$ cat src/rtl/park_occupancy_ctrl.sv
// Parking-lot occupancy controller: per-lane two-beam direction FSMs feed a clamped occupancy counter.
// Optional macro PARK_DEBOUNCE_EN adds a 3-sample stability filter after each lane's sample stage.

module park_lane (
  input  logic       CLK,
  input  logic       reset,
  input  logic       a,
  input  logic       b,
  output logic [2:0] state,
  output logic       entry_evt,
  output logic       exit_evt,
  output logic       entry_pulse,
  output logic       exit_pulse
);
  typedef enum logic [2:0] {
    IDLE   = 3'b000, IN_A  = 3'b001, IN_AB = 3'b010, IN_B = 3'b011,
    OUT_B  = 3'b100, OUT_AB = 3'b101, OUT_A = 3'b110, BAD  = 3'b111
  } st_t;

  st_t        st, nxt;
  logic [1:0] samp, ab;

  always_ff @(posedge CLK) begin
    if (reset) samp <= 2'b00;
    else       samp <= {a, b};
  end

`ifdef PARK_DEBOUNCE_EN
  // Filter output moves only once three consecutive samples agree.
  logic [1:0] h0, h1, filt;
  always_ff @(posedge CLK) begin
    if (reset) begin
      h0   <= 2'b00;
      h1   <= 2'b00;
      filt <= 2'b00;
    end else begin
      h0 <= samp;
      h1 <= h0;
      if (samp == h0 && h0 == h1) filt <= samp;
    end
  end
  assign ab = filt;
`else
  assign ab = samp;
`endif

  always_comb begin
    nxt       = IDLE;
    entry_evt = 1'b0;
    exit_evt  = 1'b0;
    case (st)
      IDLE: case (ab)
        2'b10:   nxt = IN_A;
        2'b01:   nxt = OUT_B;
        default: nxt = IDLE;
      endcase
      IN_A: case (ab)
        2'b10:   nxt = IN_A;
        2'b11:   nxt = IN_AB;
        default: nxt = IDLE;
      endcase
      IN_AB: case (ab)
        2'b11:   nxt = IN_AB;
        2'b10:   nxt = IN_A;
        2'b01:   nxt = IN_B;
        default: nxt = IDLE;
      endcase
      IN_B: case (ab)
        2'b01:   nxt = IN_B;
        2'b11:   nxt = IN_AB;
        2'b00: begin
          nxt       = IDLE;
          entry_evt = 1'b1;
        end
        default: nxt = IDLE;
      endcase
      OUT_B: case (ab)
        2'b01:   nxt = OUT_B;
        2'b11:   nxt = OUT_AB;
        default: nxt = IDLE;
      endcase
      OUT_AB: case (ab)
        2'b11:   nxt = OUT_AB;
        2'b01:   nxt = OUT_B;
        2'b10:   nxt = OUT_A;
        default: nxt = IDLE;
      endcase
      OUT_A: case (ab)
        2'b10:   nxt = OUT_A;
        2'b11:   nxt = OUT_AB;
        2'b00: begin
          nxt      = IDLE;
          exit_evt = 1'b1;
        end
        default: nxt = IDLE;
      endcase
      default: nxt = IDLE;
    endcase
  end

  always_ff @(posedge CLK) begin
    if (reset) begin
      st          <= IDLE;
      entry_pulse <= 1'b0;
      exit_pulse  <= 1'b0;
    end else begin
      st          <= nxt;
      entry_pulse <= entry_evt;
      exit_pulse  <= exit_evt;
    end
  end

  assign state = st;
endmodule

module park_occupancy_ctrl #(
  parameter int LANES = 2,
  parameter int CAP   = 100,
  parameter int CW    = 8
) (
  input  logic               CLK,
  input  logic               reset,
  input  logic [LANES-1:0]   A,
  input  logic [LANES-1:0]   B,
  input  logic               clr_err,
  output logic [CW-1:0]      occupancy,
  output logic               full,
  output logic               empty,
  output logic [LANES-1:0]   entry_pulse,
  output logic [LANES-1:0]   exit_pulse,
  output logic [3*LANES-1:0] lane_state,
  output logic               ovf_err,
  output logic               unf_err
);
  localparam logic signed [CW+3:0] CAP_S = (CW+4)'(CAP);

  logic [LANES-1:0]      ent, ext;
  logic [3:0]            n_en, n_ex;
  logic signed [CW+3:0]  sum;
  logic                  over, under;

  for (genvar i = 0; i < LANES; i++) begin : g_lane
    park_lane u_lane (
      .CLK         (CLK),
      .reset       (reset),
      .a           (A[i]),
      .b           (B[i]),
      .state       (lane_state[3*i +: 3]),
      .entry_evt   (ent[i]),
      .exit_evt    (ext[i]),
      .entry_pulse (entry_pulse[i]),
      .exit_pulse  (exit_pulse[i])
    );
  end

  always_comb begin
    n_en = '0;
    n_ex = '0;
    for (int i = 0; i < LANES; i++) begin
      n_en = n_en + 4'(ent[i]);
      n_ex = n_ex + 4'(ext[i]);
    end
  end

  // Wide signed sum so the clamp sees the true result, never a wrapped one.
  assign sum   = $signed({4'b0000, occupancy})
               + $signed({{CW{1'b0}}, n_en})
               - $signed({{CW{1'b0}}, n_ex});
  assign over  = (sum > CAP_S);
  assign under = (sum < 0);

  always_ff @(posedge CLK) begin
    if (reset) begin
      occupancy <= '0;
      ovf_err   <= 1'b0;
      unf_err   <= 1'b0;
    end else begin
      if (over)       occupancy <= CW'(CAP);
      else if (under) occupancy <= '0;
      else            occupancy <= sum[CW-1:0];
      ovf_err <= over  | (ovf_err & ~clr_err);
      unf_err <= under | (unf_err & ~clr_err);
    end
  end

  assign full  = (occupancy == CW'(CAP));
  assign empty = (occupancy == '0);
endmodule

$ cat config.mk
export PLATFORM = sky130hd
export DESIGN_NAME = park_occupancy_ctrl
export DESIGN_NICKNAME = d
export VERILOG_FILES = /design/src/rtl/park_occupancy_ctrl.sv
export SDC_FILE = /design/constraint.sdc
export NUM_CORES = 1
export LEC_CHECK = 0
export CORE_AREA = 2 2 64 66
export DETAILED_ROUTE_END_ITERATION = 7
export DIE_AREA = 0 0 66 68
export PLACE_DENSITY = 0.7
export SYNTH_ARGS = -nofsm -noshare
export SYNTH_HDL_FRONTEND = slang
export SYNTH_SLANG_ARGS = --single-unit
$ cat constraint.sdc
create_clock -name CLK -period 5.3 [get_ports CLK]
set_input_delay 0.53 -clock CLK [delete_from_list [all_inputs] [get_ports CLK]]
set_output_delay 0.53 -clock CLK [all_outputs]
set_load 0.01 [all_outputs]
==> flow_summary_export.csv, run 1 <==
group,metric,value,unit
outcome,status,"completed",
setup_path,cp_slowest_cell,"a221oi_1",
power,p_int,547,uW
grt,antenna_found_initial,0,
clock_tree,cts_buffers,3,
sta,grt_setup_unrepaired,"no",
synth,ys_seq_area_share,27.8,%
power,p_clk_share,10.8,%
routing,wl,3.38,mm
grt,grt_pass1_vias,1308,
setup_path,critPathMaxStageDelay,0.68,ns
floorplan,num_rows,23,
floorplan,boundaryPins,29,
synth,synthArstFlopShare,0,%
routing,remaining_drc_errors,0,
routing,viasPerCell,5.25,
sta,setup_violations,0,
clock_tree,worstSkewPairLatency,0.26,ns
setup_path,r2r-end,"ovf_err$_SDFF_PP0_",
power,p_comb_share,65.2,%
power,ir_worst_vdd,0.000367,V
floorplan,dieHeight,68,microns
floorplan,die_area,4490,sq um
setup_path,cp.required,5.51,ns
routing,drtIter0Drc,71,
setup_path,endpoint_kind,"flip-flop",
routing,vias,1392,
floorplan,core,3860,sq um
placed_design,pre_cts_slack,1.33,ns
synth,syn_nets,231,
setup_path,path_class,"reg -> reg",
synth,synth_area_leaders,"dfxtp_1 28%, ha_1 19%, nor2b_1 5.4%",
sta,final.setup.tns,0,ns
routing,wl_per_cell,12.8,microns
setup_path,crit_chain,"inv_1 > ha_1 > nand2_1 > nor2_1 > fa_1 > inv_1 > fa_1 > ha_1 > fa_1 > nand2b_1 > a21boi_1 > or3_1 > a221oi_1 > o31a_1",
synth,yosys_warnings,0,
grt,grt-ovfl-total,0,
setup_path,crit_path_start_kind,"flip-flop",
power,netSwitchingPower,450,uW
setup_path,worstPathMaxFanout,6,
synth,avgSynthCellArea,8.87,sq um
min_path,min_to,"unf_err$_SDFF_PP0_",
sta,min_period,4.02,ns
synth,netlist_area,1730,sq um
grt,grt_start_max_net_pins,19,
clock_tree,root_buffer,"clkbuf_8",
setup_path,rr_startpoint,"g_lane[1].u_lane.ab[0]$_SDFF_PP0_",
sta,finalCritPeriodShare,75.8,%
clock_tree,clk_pin_slew,0.09,ns
routing,drt_pass1_iterations,4,
routing,postRouteAntennaNets,0,
synth,netlist-cell-type-count,45,
setup_path,ff2ff_path_depth,14,
sta,relSlewSlack,51.0,%
power,sw_frac_of_total,45.2,%
min_path,worstHoldPathType,"reg -> reg",
power,p_seq_share,24.0,%
min_path,hp-start,"unf_err$_SDFF_PP0_",
sta,worst_slack,1.28,ns
sta,fmax,249,MHz
power,p_leak,0.834,nW
synth,synth_top_area_share,27.8,%
floorplan,die_w,66,microns
grt,grt.total_usage,16.1,%
setup_path,crit_buf_inv,2,
setup_path,rrSetupSlack,1.28,ns
power,total_power,997,uW
synth,synth_edf_count,0,
sta,finClkSkew,0.00699,ns
synth,synthCells,195,
sta,hold_violations,0,
setup_path,cpMostUsedCell,"fa_1",
placed_design,dp_hpwl,2.59,mm
setup_path,arrival,4.23,ns
layout,num-nets-final,253,
synth,ys.flop_type,"dfxtp_1",
clock_tree,cts.path.max_buffers,2,
sta,final-max-slew-violation-count,0,
clock_tree,postCtsHoldBufs,0,
clock_tree,cts_setup_buffers,0,
clock_tree,htreeDepth,1,
synth,yosysTopAreaCell,"dfxtp_1",
power,cellPowerDensity,486,nW/um^2
clock_tree,clock_sinks,24,
layout,n_antenna_cell,0,
layout,area_growth,18.5,%
layout,mostFrequentLayoutCell,"clkdlybuf4s50_1",
clock_tree,cts_tree,"done",
clock_tree,cts_resized,0,
setup_path,critPathTopFamily,"adder cells",
placed_design,gp_congestion,0.894,
floorplan,start_util,44.8,%
min_path,min_path_cells,3,
layout,most-common-layout-cells,"28 x clkdlybuf4s50_1, 26 x ha_1, 24 x dfxtp_1",
sta,max_slew.worst_pin.slew,0.736,ns
placed_design,port_buffers,28,
run,drv_cap,0,
grt,grt_pass1_wl,5.66,mm
layout,layout-drive-gt1-share,2.79,%
synth,synth_seq_cells,24,
per-layer routing:
metal / GRT usage (%) / up-vias / wire length (microns)
met1: 19.2 / 630 / 1490
met5: 0 / - / 0
li1: - / 717 / -
met2: 29.4 / 43 / 1650
met4: 5.61 / 0 / 23
met3: 2.63 / 2 / 211
power groups by stage:
stage          sequential, mW  clock, mW  combinational (mW)
3_5_place_dp            0.243          0               0.636
2_1_floorplan           0.248          0               0.485
6_report                0.239      0.108               0.650
3_3_place_gp            0.245          0               0.631
4_1_cts                 0.240      0.111               0.642
5_1_grt                 0.245      0.118               0.718
cell usage after synthesis (2+ instances only):
cell and n:
nand2_1 4, a21oi_1 10, nor3b_1 2, xor2_1 2
mux2i_1 5, nor4_1 3, nor2_1 15, a211o_1 2
nand3_1 3, o21ai_0 3, a311oi_1 2, fa_1 3
inv_1 17, or3_1 2, o21ai_1 4, nor4b_1 2
clkbuf_1 6, o31a_1 2, a21o_1 2, nor2b_1 15
nand2b_1 3, dfxtp_1 24, ha_1 26, a211oi_1 5
a221oi_1 2, nor3_1 7, a31oi_1 3, buf_4 4
registers in the layout, indices dropped and copies added (netlist names):
register,cells
g_lane.u_lane.exit_pulse,2
occupancy,8
unf_err,1
g_lane.u_lane.entry_pulse,2
g_lane.u_lane.state,6
ovf_err,1
g_lane.u_lane.ab,4
through the flow:
stage | std cells | hold WS [ns] | utilization (%) | cell area, sq um
2_1_floorplan | 195 | 0.589 | - | 1730
3_3_place_gp | 262 | 0.596 | 52.1 | 2010
3_5_place_dp | 262 | 0.601 | 52.1 | 2010
4_1_cts | 265 | 0.623 | 53.1 | 2050
5_1_grt | 265 | 0.667 | 53.1 | 2050
6_report | 265 | 0.621 | 53.1 | 2050
cells by family after synthesis:
group	count (synthesis)	share of synthesized area, %
and+or+nand+nor	63	20.5
buffers and inverters	28	7.38
xor gates and xnor gates	3	1.52
adders and majority gates	29	22.3
AOI/OAI and AO/OA	42	17.4
muxes	5	2.89
DFF	24	27.8
other	1	0.217
cell type report:
class	instances	area [sq um]
well taps	50	62.6
multi-input cells	143	1120
flip-flops and latches	24	480
repair buffers	28	280
fillers	371	1810
inverters	17	63.8
clock buffers	3	41.3
worst min-delay path, stage by stage, from the launching register on:
cell and delay (ns):
dfxtp_1 0.33, nor2b_1 0.13, a21oi_1 0.05, nor2_1 0.08
how the worst max path moves through the flow:
stage                                                    start                      end  slack (ns)  cells past startpoint
final                        g_lane[1].u_lane.ab[0]$_SDFF_PP0_       ovf_err$_SDFF_PP0_        1.28                     14
after detailed placement     g_lane[1].u_lane.ab[0]$_SDFF_PP0_  occupancy[0]$_SDFF_PP0_        1.33                     14
after CTS                    g_lane[1].u_lane.ab[0]$_SDFF_PP0_       ovf_err$_SDFF_PP0_        1.28                     14
after floorplan           g_lane[0].u_lane.state[0]$_SDFF_PP0_       ovf_err$_SDFF_PP0_        1.53                     13
after global placement       g_lane[0].u_lane.ab[1]$_SDFF_PP0_  occupancy[2]$_SDFF_PP0_        1.42                     13
after global routing         g_lane[0].u_lane.ab[1]$_SDFF_PP0_  occupancy[0]$_SDFF_PP0_        0.98                     13
Note: power is estimated with default switching activity, not from simulation.
==> inputs of run 2 (changes only) <==
--- a/config.mk
+++ b/config.mk
@@ -8,7 +8,7 @@
 export CORE_AREA = 2 2 64 66
 export DETAILED_ROUTE_END_ITERATION = 7
 export DIE_AREA = 0 0 66 68
-export PLACE_DENSITY = 0.7
+export PLACE_DENSITY = 0.73
 export SYNTH_ARGS = -nofsm -noshare
 export SYNTH_HDL_FRONTEND = slang
 export SYNTH_SLANG_ARGS = --single-unit
==> constraint.sdc (replaced) <==
create_clock -name CLK -period 3.6 [get_ports CLK]
set_input_delay 0.36 -clock CLK [delete_from_list [all_inputs] [get_ports CLK]]
set_output_delay 0.36 -clock CLK [all_outputs]
set_load 0.01 [all_outputs]
==> flow_summary_export.csv, run 2 (synthesis gave the netlist of run 1 again) <==
group,metric,value,unit
min_path,hp-start,"g_lane[1].u_lane.state[2]$_SDFF_PP0_",
setup_path,ff2ff_path_depth,14,
setup_path,endpoint_kind,"flip-flop",
routing,viasPerCell,5.28,
setup_path,cp.required,3.82,ns
floorplan,start_util,44.8,%
setup_path,arrival,3.67,ns
clock_tree,htreeDepth,1,
clock_tree,cts_tree,"done",
outcome,status,"completed",
grt,grt.total_usage,17.2,%
layout,layout-drive-gt1-share,17.9,%
floorplan,dieHeight,68,microns
layout,top_register,"occupancy",
layout,multi_input_area,1210,sq um
layout,stdcell_count,279,
sta,setup_violations,0,
grt,grt_pass1_wl,6.02,mm
clock_tree,cts_buffers,3,
sta,grt_setup_unrepaired,"no",
placed_design,gp_congestion,0.850,
layout,n_fill_cell,336,
sta,worst_slack,0.144,ns
layout,n_antenna_cell,0,
run,drv_cap,0,
floorplan,core,3860,sq um
layout,largest_reg_flops,8,
routing,drtIter0Drc,96,
sta,relSlewSlack,55.8,%
clock_tree,clock_sinks,24,
layout,design_area,2270,sq um
power,cellPowerDensity,769,nW/um^2
power,p_leak,0.925,nW
routing,postRouteAntennaNets,0,
sta,final.setup.tns,0,ns
sta,min_period,3.46,ns
min_path,min_path_cells,2,
routing,vias,1473,
clock_tree,cts.path.max_buffers,2,
placed_design,dp_hpwl,2.84,mm
routing,drt_pass1_iterations,4,
sta,hold_violations,0,
layout,num-nets-final,266,
placed_design,port_buffers,28,
layout,most-common-layout-cells,"28 x clkdlybuf4s50_1, 23 x ha_1, 20 x dfxtp_1",
power,total_power,1.75,mW
sta,final-max-slew-violation-count,0,
sta,finalCritPeriodShare,96.0,%
sta,fmax,289,MHz
routing,remaining_drc_errors,0,
setup_path,crit_path_start_kind,"flip-flop",
floorplan,die_w,66,microns
placed_design,pre_cts_slack,-0.0338,ns
sta,max_slew.worst_pin.slew,0.661,ns
min_path,worstHoldPathType,"reg -> reg",
grt,grt-ovfl-total,0,
layout,mostFrequentLayoutCell,"clkdlybuf4s50_1",
clock_tree,worstSkewPairLatency,0.27,ns
routing,wl_per_cell,12.7,microns
setup_path,rr_startpoint,"g_lane[0].u_lane.ab[1]$_SDFF_PP0_",
min_path,min_to,"g_lane[1].u_lane.exit_pulse$_SDFF_PP0_",
grt,grt_start_max_net_pins,19,
floorplan,die_area,4490,sq um
sta,whs,0.546,ns
layout,area_growth,31.5,%
clock_tree,clk_pin_slew,0.09,ns
layout,seqCellArea,485,sq um
floorplan,boundaryPins,29,
setup_path,rrSetupSlack,0.14,ns
setup_path,r2r-end,"occupancy[2]$_SDFF_PP0_",
grt,antenna_found_initial,0,
power,ir_worst_vdd,0.000845,V
placed_design,dp.cells,274,
grt,grt_pass1_vias,1412,
sta,finClkSkew,0.00920,ns
clock_tree,postCtsHoldBufs,0,
routing,wl,3.55,mm
layout,post-route-util,59.0,%
clock_tree,root_buffer,"clkbuf_8",
floorplan,num_rows,23,
placed_design,placed_area,2100,sq um
setup_path,path_class,"reg -> reg",
setup_path,worstPathMaxFanout,6,
-- run 2: cell count changes in the layout (fill, tap and decap cells not counted), moves of 2 or more --
cell     before  now
nor4b_2       0    2
inv_1        17   15
ha_4          0    2
dfxtp_1      24   20
dfxtp_2       0    4
nor4b_1       2    0
inv_2         0    2
ha_1         26   23
buf_4         0   13
or3_4         0    2
or3_1         2    0
-- run 2: critical path, stage by stage, from the launching register on --
cell      delay, ns
dfxtp_2        0.34
inv_2          0.06
ha_4           0.16
and3_1         0.17
fa_1           0.54
inv_1          0.05
fa_1           0.40
ha_4           0.19
fa_2           0.39
nand2b_4       0.09
a21boi_1       0.08
or3_4          0.35
a221oi_2       0.28
buf_4          0.19
o31a_1         0.13
-- run 2: area by class of cell --
cell class | instances | area share, %
clock buffer | 3 | 1.82
timing repair buffer | 41 | 16.6
tap | 50 | 2.75
sequential | 24 | 21.4
clock inverter | 1 | 1.32
multi-input combinational | 143 | 53.3
inverter | 17 | 2.81
-- run 2: power breakdown --
part	internal, mW	switching [mW]
Combinational	0.544	0.621
Clock	0.149	0.0865
Sequential	0.310	0.0391
-- run 2: worst max-delay path by stage --
stage,slack [ns],cells after the start,endpoint,start
final,0.14,14,occupancy[2]$_SDFF_PP0_,g_lane[0].u_lane.ab[1]$_SDFF_PP0_
after global routing,0.01,14,occupancy[2]$_SDFF_PP0_,g_lane[0].u_lane.ab[1]$_SDFF_PP0_
after CTS,0.002,14,occupancy[3]$_SDFF_PP0_,g_lane[0].u_lane.ab[1]$_SDFF_PP0_
after detailed placement,-0.03,14,occupancy[3]$_SDFF_PP0_,g_lane[0].u_lane.ab[1]$_SDFF_PP0_
after global placement,0.07,14,occupancy[1]$_SDFF_PP0_,g_lane[0].u_lane.ab[0]$_SDFF_PP0_
after floorplan,0.09,12,ovf_err$_SDFF_PP0_,g_lane[0].u_lane.state[1]$_SDFF_PP0_
-- run 2: timing repair --
action | in CTS | in global routing
endpoints found under the hold margin | 0 | 0
resized for setup | 5 | 19
setup buffers | 1 | 0
endpoints found under the setup margin | 6 | 8
pin swaps | 1 | 6
-- run 2: layer usage --
metal | up-vias | global-route usage [%] | part of all wire, %
li1 | 743 | - | -
met1 | 685 | 20.7 | 47
met2 | 39 | 31.1 | 48
met3 | 6 | 2.80 | 3.7
met4 | 0 | 6.38 | 1.3
met5 | - | 0 | 0
